==> config.mk <==
export PLATFORM = sky130hd
export DESIGN_NAME = nibble_serial_addsub_ctrl_flat
export DESIGN_NICKNAME = d
export VERILOG_FILES = /design/src/rtl/nibble_serial_addsub_ctrl_pkg.sv /design/src/rtl/nibble_serial_addsub_ctrl_if.sv /design/src/rtl/nibble_serial_addsub_ctrl_addsub4.sv /design/src/rtl/nibble_serial_addsub_ctrl.sv /design/src/flat_wrapper.sv
export SDC_FILE = /design/constraint.sdc
export NUM_CORES = 1
export LEC_CHECK = 0
export ABC_AREA = 1
export CELL_PAD_IN_SITES_DETAIL_PLACEMENT = 0
export CELL_PAD_IN_SITES_GLOBAL_PLACEMENT = 1
export CORE_ASPECT_RATIO = 2
export CORE_UTILIZATION = 50
export DETAILED_ROUTE_END_ITERATION = 10
export DONT_BUFFER_PORTS = 1
export PLACE_DENSITY_LB_ADDON = 0.1
export SLEW_MARGIN = 0
export SYNTH_ARGS = -nofsm -noshare
export SYNTH_HDL_FRONTEND = slang
export SYNTH_SLANG_ARGS = --single-unit
==> constraint.sdc <==
create_clock -name clk -period 7.4 [get_ports clk]
set_clock_uncertainty 0.15 [all_clocks]
set_input_delay 1.11 -clock clk [delete_from_list [all_inputs] [get_ports clk]]
set_output_delay 1.11 -clock clk [all_outputs]
set_load 0.02 [all_outputs]
==> src/rtl/nibble_serial_addsub_ctrl_pkg.sv <==
// Shared definitions for the nibble-serial add/sub sequencer: FSM encoding and slice width.
package nibble_serial_addsub_ctrl_pkg;

  localparam int NIBBLE_W = 4;

  typedef enum logic [1:0] {
    IDLE = 2'd0,
    RUN  = 2'd1,
    DONE = 2'd2
  } state_t;

endpackage

==> src/rtl/nibble_serial_addsub_ctrl_if.sv <==
// Operand/result handshake bundle between a producer/consumer (master) and the sequencer (slave).
interface nibble_serial_addsub_ctrl_if #(
  parameter int WIDTH = 16
);

  logic             in_valid;
  logic             in_ready;
  logic [WIDTH-1:0] op_a;
  logic [WIDTH-1:0] op_b;
  logic             sub;
  logic             out_valid;
  logic             out_ready;
  logic [WIDTH-1:0] result;
  logic             carry_out;
  logic             overflow;

  modport master (
    output in_valid, op_a, op_b, sub, out_ready,
    input  in_ready, out_valid, result, carry_out, overflow
  );

  modport slave (
    input  in_valid, op_a, op_b, sub, out_ready,
    output in_ready, out_valid, result, carry_out, overflow
  );

endinterface

==> src/rtl/nibble_serial_addsub_ctrl_addsub4.sv <==
// 4-bit ripple-carry adder slice; the caller pre-inverts b and sets carry-in for subtraction.
module nibble_serial_addsub_ctrl_addsub4
  import nibble_serial_addsub_ctrl_pkg::*;
(
  input  logic [NIBBLE_W-1:0] a,
  input  logic [NIBBLE_W-1:0] b,
  input  logic                cin,
  output logic [NIBBLE_W-1:0] sum,
  output logic                cout
);

  logic [NIBBLE_W:0] c;

  always_comb begin
    sum  = '0;
    c    = '0;
    c[0] = cin;
    for (int i = 0; i < NIBBLE_W; i++) begin
      sum[i]   = a[i] ^ b[i] ^ c[i];
      c[i+1]   = (a[i] & b[i]) | (c[i] & (a[i] ^ b[i]));
    end
    cout = c[NIBBLE_W];
  end

endmodule

==> src/rtl/nibble_serial_addsub_ctrl.sv <==
// Computes WIDTH-bit A+B / A-B one nibble per cycle, LSB first, through a single shared 4-bit slice.
module nibble_serial_addsub_ctrl
  import nibble_serial_addsub_ctrl_pkg::*;
#(
  parameter int WIDTH = 16
) (
  input logic                        clk,
  input logic                        rst_n,
  nibble_serial_addsub_ctrl_if.slave bus
);

  localparam int NIB = WIDTH / NIBBLE_W;
  localparam int SW  = $clog2(NIB);
  localparam logic [SW-1:0] LAST = SW'(NIB - 1);

  state_t state, state_nxt;

  logic [NIB-1:0][NIBBLE_W-1:0] a_reg;
  logic [NIB-1:0][NIBBLE_W-1:0] b_reg;
  logic [NIB-1:0][NIBBLE_W-1:0] res_reg;
  logic                         sub_reg;
  logic                         carry_reg;
  logic                         carry_out_reg;
  logic                         overflow_reg;
  logic [SW-1:0]                step;

  logic                accept;
  logic                last_step;
  logic                in_ready_c;
  logic                out_valid_c;
  logic [NIBBLE_W-1:0] a_nib;
  logic [NIBBLE_W-1:0] b_nib;
  logic [NIBBLE_W-1:0] sum_nib;
  logic                slice_cout;

  function automatic logic signed_overflow(input logic sign_a, input logic sign_b,
                                           input logic sign_r);
    return (sign_a == sign_b) && (sign_r != sign_a);
  endfunction

  always_ff @(posedge clk or negedge rst_n) begin
    if (!rst_n) state <= IDLE;
    else        state <= state_nxt;
  end

  always_comb begin
    state_nxt   = state;
    accept      = 1'b0;
    in_ready_c  = 1'b0;
    out_valid_c = 1'b0;
    case (state)
      IDLE: begin
        in_ready_c = 1'b1;
        if (bus.in_valid) begin
          accept    = 1'b1;
          state_nxt = RUN;
        end
      end
      RUN: begin
        if (last_step) state_nxt = DONE;
      end
      DONE: begin
        out_valid_c = 1'b1;
        if (bus.out_ready) state_nxt = IDLE;
      end
      default: state_nxt = IDLE;
    endcase
  end

  assign last_step = (step == LAST);

  // Nibble select and B inversion ahead of the shared slice
  assign a_nib = a_reg[step];
  assign b_nib = b_reg[step] ^ {NIBBLE_W{sub_reg}};

  nibble_serial_addsub_ctrl_addsub4 u_slice (
    .a    (a_nib),
    .b    (b_nib),
    .cin  (carry_reg),
    .sum  (sum_nib),
    .cout (slice_cout)
  );

  always_ff @(posedge clk or negedge rst_n) begin
    if (!rst_n) begin
      a_reg         <= '0;
      b_reg         <= '0;
      res_reg       <= '0;
      sub_reg       <= 1'b0;
      carry_reg     <= 1'b0;
      carry_out_reg <= 1'b0;
      overflow_reg  <= 1'b0;
      step          <= '0;
    end else if (accept) begin
      a_reg     <= bus.op_a;
      b_reg     <= bus.op_b;
      sub_reg   <= bus.sub;
      carry_reg <= bus.sub;
      step      <= '0;
    end else if (state == RUN) begin
      res_reg[step] <= sum_nib;
      carry_reg     <= slice_cout;
      // Flags are captured from the top nibble so they are ready the cycle DONE is entered
      if (last_step) begin
        carry_out_reg <= slice_cout;
        overflow_reg  <= signed_overflow(a_nib[NIBBLE_W-1], b_nib[NIBBLE_W-1],
                                         sum_nib[NIBBLE_W-1]);
      end else begin
        step <= step + 1'b1;
      end
    end
  end

  assign bus.in_ready  = in_ready_c;
  assign bus.out_valid = out_valid_c;
  assign bus.result    = res_reg;
  assign bus.carry_out = carry_out_reg;
  assign bus.overflow  = overflow_reg;

endmodule
==> src/flat_wrapper.sv <==
// flat-port wrapper written by rule: the top's interface ports become plain ports
module nibble_serial_addsub_ctrl_flat import nibble_serial_addsub_ctrl_pkg::*;
#(
  parameter int WIDTH = 16
)
  (clk, rst_n, bus_in_valid, bus_op_a, bus_op_b, bus_sub, bus_out_ready, bus_in_ready, bus_out_valid, bus_result, bus_carry_out, bus_overflow);
  nibble_serial_addsub_ctrl_if #(.WIDTH(WIDTH)) bus_i ();
  input logic clk;
  input logic rst_n;
  input wire logic [$bits(bus_i.in_valid)-1:0] bus_in_valid;
  input wire logic [$bits(bus_i.op_a)-1:0] bus_op_a;
  input wire logic [$bits(bus_i.op_b)-1:0] bus_op_b;
  input wire logic [$bits(bus_i.sub)-1:0] bus_sub;
  input wire logic [$bits(bus_i.out_ready)-1:0] bus_out_ready;
  output wire logic [$bits(bus_i.in_ready)-1:0] bus_in_ready;
  output wire logic [$bits(bus_i.out_valid)-1:0] bus_out_valid;
  output wire logic [$bits(bus_i.result)-1:0] bus_result;
  output wire logic [$bits(bus_i.carry_out)-1:0] bus_carry_out;
  output wire logic [$bits(bus_i.overflow)-1:0] bus_overflow;
  assign bus_i.in_valid = bus_in_valid;
  assign bus_i.op_a = bus_op_a;
  assign bus_i.op_b = bus_op_b;
  assign bus_i.sub = bus_sub;
  assign bus_i.out_ready = bus_out_ready;
  assign bus_in_ready = bus_i.in_ready;
  assign bus_out_valid = bus_i.out_valid;
  assign bus_result = bus_i.result;
  assign bus_carry_out = bus_i.carry_out;
  assign bus_overflow = bus_i.overflow;
  nibble_serial_addsub_ctrl #(.WIDTH(WIDTH)) u_core (.clk(clk), .rst_n(rst_n), .bus(bus_i));
endmodule
**Yosys cells after proc, flatten, opt, wreduce, memory -nomap -nowiden**

Index checks and enable logic that the tools add are counted.

- Register bits after elaboration: 56
- Output and inout bits: 20
- Logic and storage cells: 80

- $add $sub $neg: 1
- Order comparisons: 2
- Equal/unequal tests: 9
- Muxes and demuxes: 20
- Bitwise gates (word level): 22
- Reduce and logical (&&, ||, !) cells: 8

Operator list:

| kind | count |
|---|---|
| $bmux 4 s2 | 2 |
| $bwmux 16 | 1 |
| $mux 2 | 6 |
| $mux 4 | 3 |
| $and 1x1->1 | 8 |
| $demux 4 s2 | 1 |
| $xor 1x1->1 | 8 |
| $mux 1 | 6 |
| $pmux 2 s3 | 1 |
| $reduce_and 3->1 | 2 |
| $eq 2x2->1 const B | 2 |
| $ne 2x1->1 const B | 2 |
| $ne 2x2->1 const B | 2 |
| $or 1x1->1 | 4 |
| $reduce_and 2->1 | 2 |
| $xor 4x4->4 | 1 |
| $lt 2x3->1 const B | 1 |
| $add 2x1->2 const B | 1 |
| $eq 2x1->1 const B | 1 |
| $ge 2x1->1 const B | 1 |
| $logic_and 1x1->1 | 2 |
| $logic_not 2->1 | 1 |
| $reduce_bool 2->1 | 1 |
| $eq 1x1->1 | 1 |
| 2 further kinds | 2 |

**Depth between registers and ports, before layout**

- Word-level depth: 14
- Gate-level depth with buffers: 18
- Gate-level depth less buffers: 16

**Modules after synthesis**

Synthesis repeated with hierarchy kept, for this count alone.

- Cells, all modules: 309
- Area, all modules: 2,637.5 um^2

Modules (own cells, without submodules):

| module | instances | cells an instance | area each (um^2) | sequential area each (um^2) |
|---|---|---|---|---|
| nibble_serial_addsub_ctrl | 1 | 295 | 2,519.9 | 1,401.3 |
| nibble_serial_addsub_ctrl_addsub4 | 1 | 14 | 117.6 | 0.0 |

**Least setup slack after synthesis**

Ideal clock, no wire load.

- Kind: flip-flop to flip-flop
- Start point: register u_core.step[0]
- End point: register u_core.overflow_reg, in the netlist u_core.bus.overflow
- Setup time: 0.117 ns
- Arrival: 2.727 ns
- Setup slack: 4.405 ns
- Stages on the path, launching flop included: 19
- Clock period less this slack: 2.995 ns
- Cells stage by stage: dfrtp_1 -> buf_6 -> inv_4 -> buf_6 -> nand2_1 -> nand3_1 -> nand2_1 -> xor2_1 -> fa_1 -> inv_1 -> fa_1 -> inv_1 -> fa_1 -> inv_1 -> fa_1 -> inv_1 -> nand2_1 -> nand3_1 -> nand2_1

- Word-level cells in the longest chain between the ends: 13

RTL lines:

| what | RTL line | RTL |
|---|---|---|
| start, declared | nibble_serial_addsub_ctrl.sv:25 | `logic [SW-1:0] step;` |
| start signal, assigned | nibble_serial_addsub_ctrl.sv:109 | `step <= step + 1'b1;` |
| $bmux 4 s2 | nibble_serial_addsub_ctrl.sv:74 | `assign b_nib = b_reg[step] ^ {NIBBLE_W{sub_reg}};` |
| $mux 4 (implied by the code) | nibble_serial_addsub_ctrl.sv:74 |  |
| $xor 4x4->4 | nibble_serial_addsub_ctrl.sv:74 |  |
| $xor 1x1->1 | nibble_serial_addsub_ctrl_addsub4.sv:20 | `c[i+1] = (a[i] & b[i]) \| (c[i] & (a[i] ^ b[i]));` |
| $and 1x1->1 | nibble_serial_addsub_ctrl_addsub4.sv:20 |  |
| $or 1x1->1 | nibble_serial_addsub_ctrl_addsub4.sv:20 |  |
| $and 1x1->1 | nibble_serial_addsub_ctrl_addsub4.sv:20 |  |
| $or 1x1->1 | nibble_serial_addsub_ctrl_addsub4.sv:20 |  |
| $and 1x1->1 | nibble_serial_addsub_ctrl_addsub4.sv:20 |  |
| $or 1x1->1 | nibble_serial_addsub_ctrl_addsub4.sv:20 |  |
| $xor 1x1->1 (*) | nibble_serial_addsub_ctrl_addsub4.sv:19 | `sum[i] = a[i] ^ b[i] ^ c[i];` |
| via u_core.sum_nib[3] | nibble_serial_addsub_ctrl.sv:33 | `logic [NIBBLE_W-1:0] sum_nib;` |
| $ne 1x1->1 (*) | nibble_serial_addsub_ctrl.sv:38 | `return (sign_a == sign_b) && (sign_r != sign_a);` |
| $logic_and 1x1->1 (*) | nibble_serial_addsub_ctrl.sv:38 |  |
| end signal, assigned | nibble_serial_addsub_ctrl.sv:106 | `overflow_reg <= signed_overflow(a_nib[NIBBLE_W-1], b_nib[NIBBLE_W-1],` |
| end, declared | nibble_serial_addsub_ctrl.sv:24 | `logic overflow_reg;` |

The timed path passes the listed nets; every way through them passes the cells marked *. The select of a mux whose other input is x is not followed.
A chain may end at the register's enable or synchronous reset.

**Worst setup path after layout**

Ends and elaborated chain as after synthesis.

==> results.json <==
{
  "diodes": 0,
  "die-width_microns": 53.5,
  "cts_max_path_buffers": 2,
  "clock_period_minus_final_worst_setup_slack_ps": 3470,
  "ant_nets": 0,
  "sequentialPowerShare_pct": 41.3,
  "drt_first_pass_iters": 5,
  "worst-path-max-fanout": 21,
  "die-area_sq_um": 5610,
  "slew-limit-headroom_pct": 54.4,
  "dr.first_iter.drc_count": 25,
  "min_path_type": "primary input to asynchronous set/reset pin",
  "clk_latency_ps": 320,
  "cp_data_arrival_time_ps": 3530,
  "ir_drop_mv": 0.332,
  "grt_overflow": 0,
  "postCtsResizedCells": 0,
  "power.density_nw_per_um2": 558,
  "final-max-slew-violation-count": 0,
  "synthesized_instance_count": 299,
  "hold_violations": 0,
  "buffer_ports.inserted": 0,
  "totalPowerFinal_mw": 1.52,
  "cts_buffer_count": 5,
  "postSynthRegisterBits": 56,
  "synth.yosys.warnings": 0,
  "final_estimated_routing_congestion_in_global_placement": 0.786,
  "avgSynthCellArea_sq_um": 8.86,
  "cts_sinks": 56,
  "floorplan.die.height_microns": 105,
  "grt_pass1_vias": 1817,
  "synth.net_count": 345,
  "nNetsFinal": 341,
  "grt_setup_unrepaired": "no",
  "power.switching_mw": 0.731,
  "dp.cells": 346,
  "io_pins": 57,
  "remaining_drc_errors": 0,
  "transition_time_at_the_pin_with_the_least_slew_margin_ps": 684,
  "mostFrequentLayoutCells": "nand2_1, dfrtp_1, o21ai_0",
  "post_layout_cell_count": 354,
  "row_count": 37,
  "postCtsSetupBuffers": 0,
  "portion_of_total_power_attributed_to_the_clock_network_pct": 11.4,
  "crit_path_start_kind": "flip-flop",
  "num_vias": 1831,
  "grt_first_pass_wirelength_mm": 8.47,
  "pwr-share-comb_pct": 47.3,
  "fraction_of_the_core_area_covered_by_cells_at_the_end_of_the_flow_pct": 52.8,
  "cts.reportedPaths.clkPinSlew_ps": 100,
  "worst_setup_path_end_kind": "flip-flop",
  "synth.distinct_cells": 29,
  "switching_share_pct": 48.2,
  "route.detailed.wl_per_inst_microns": 14.9,
  "setup.worst_path.class": "flip-flop to flip-flop",
  "hold_buffers": 0,
  "routed_via_density": 5.17,
  "synth-seq-area-share_pct": 52.9,
  "antenna_found_initial": 0,
  "synthToLayoutAreaGrowth_pct": 2.45,
  "drv.max_cap_violation_count": 0,
  "status": "finished, final reports clean",
  "grt_start_max_net_pins": 57,
  "fin_tns_setup_ps": 0,
  "h_tree_depth": 2,
  "core_area_sq_um": 5140,
  "cp_data_required_time_ps": 7460,
  "post_route_cells_drive_above_1_share_pct": 7.77,
  "p_leak_nw": 1.40,
  "holdWs_ps": 322,
  "floorplan.initialDensity_pct": 51.6,
  "total_wirelength_mm": 5.26,
  "internal_power_mw": 0.786,
  "place_hpwl_mm": 3.83,
  "fmax_mhz": 288,
  "layout_commonest_cell": "nand2_1",
  "tritoncts": "built",
  "cts-root-buf": "clkbuf_8",
  "timing.final.crit_share_pct": 46.9,
  "final-setup-viol-count": 0,
  "grt.total_usage_pct": 21.6,
  "post_synth_instance_area_sq_um": 2650
}
==> per-stage QoR <==
step,setup WS (ps),cell area [sq um]
floorplan,4410,2650
global placement,4060,2620
finish,3930,2720
CTS,3920,2720
global route,3590,2720
detailed placement,3940,2620
==> critical path, cell delays in order, from the launching register on <==
cell,delay [ps]
dfrtp_1,790
inv_4,210
nand2_1,100
nand3_1,60
nand2_1,100
xor2_1,200
fa_1,220
inv_1,50
fa_1,360
inv_1,80
fa_1,150
inv_1,60
fa_1,490
inv_1,150
nand2_1,70
nand3_1,70
nand2_1,50
==> final cells by class <==
| type | instances | area, sq um |
|---|---|---|
| clock inverter | 1 | 7.51 |
| fill | 512 | 2420 |
| clock buffer | 7 | 86.3 |
| tap | 58 | 72.6 |
| inverter | 14 | 60.1 |
| multi-input combinational | 218 | 1090 |
| sequential | 56 | 1400 |
==> cell usage after synthesis, drive strengths merged <==
cell	count	area, sq um
nand2	155	611
dfrtp	56	1400
o21ai	22	133
nand3	15	80.1
inv	14	60.1
buf	11	101
ha	5	62.6
nor2	5	26.3
fa	4	80.1
xor2	4	35.0
a21oi	2	10.0
a32o	2	20.0
o211ai	1	7.51
o22ai	1	6.26
o31ai	1	7.51
or2	1	8.76
==> path summary, 6_finish.rpt <==
check / slack, ps / start / end / cells past startpoint
max: 3930 / u_core.step[0]$_DFFE_PN0P_ / u_core.bus.overflow$_DFFE_PN0P_ / 16
min: 320 / rst_n / u_core.b_reg[3]$_DFFE_PN0P_ / 0
max reg2reg: 3930 / u_core.step[0]$_DFFE_PN0P_ / u_core.bus.overflow$_DFFE_PN0P_ / 16
min reg2reg: 340 / u_core.b_reg[12]$_DFFE_PN0P_ / u_core.b_reg[12]$_DFFE_PN0P_ / 2
max in group asynchronous: 6690 / rst_n / u_core.a_reg[6]$_DFFE_PN0P_ / 0
min in group clk: 340 / u_core.b_reg[12]$_DFFE_PN0P_ / u_core.b_reg[12]$_DFFE_PN0P_ / 2
==> power by group through the flow <==
stage / registers, mW / clock network (mW) / logic, mW
floorplan: 0.583 / 0 / 0.621
global placement: 0.634 / 0 / 0.713
detailed placement: 0.636 / 0 / 0.731
CTS: 0.631 / 0.181 / 0.734
global route: 0.649 / 0.190 / 0.829
finish: 0.626 / 0.174 / 0.717
==> cells by family (layout without fill, tap and decap cells) <==
family	after synthesis	in the layout	share of synthesized area, %
XOR/XNOR	4	4	1.32
buffers and inverters	25	22	6.09
AO/OA/AOI/OAI	29	29	6.94
flip-flops	56	56	52.9
adder cells (fa/ha/maj)	9	9	5.38
AND/OR/NAND/NOR	176	176	27.4
==> routing by layer <==
metal  track usage, %  vias up  share of wire [%]
li1                 -      923                  -
met1             21.5      839                 36
met2             37.9       52                 56
met3             3.35       17                3.6
met4             14.7        0                5.0
met5                0        -                  0
(Power assumes the default switching activity.)
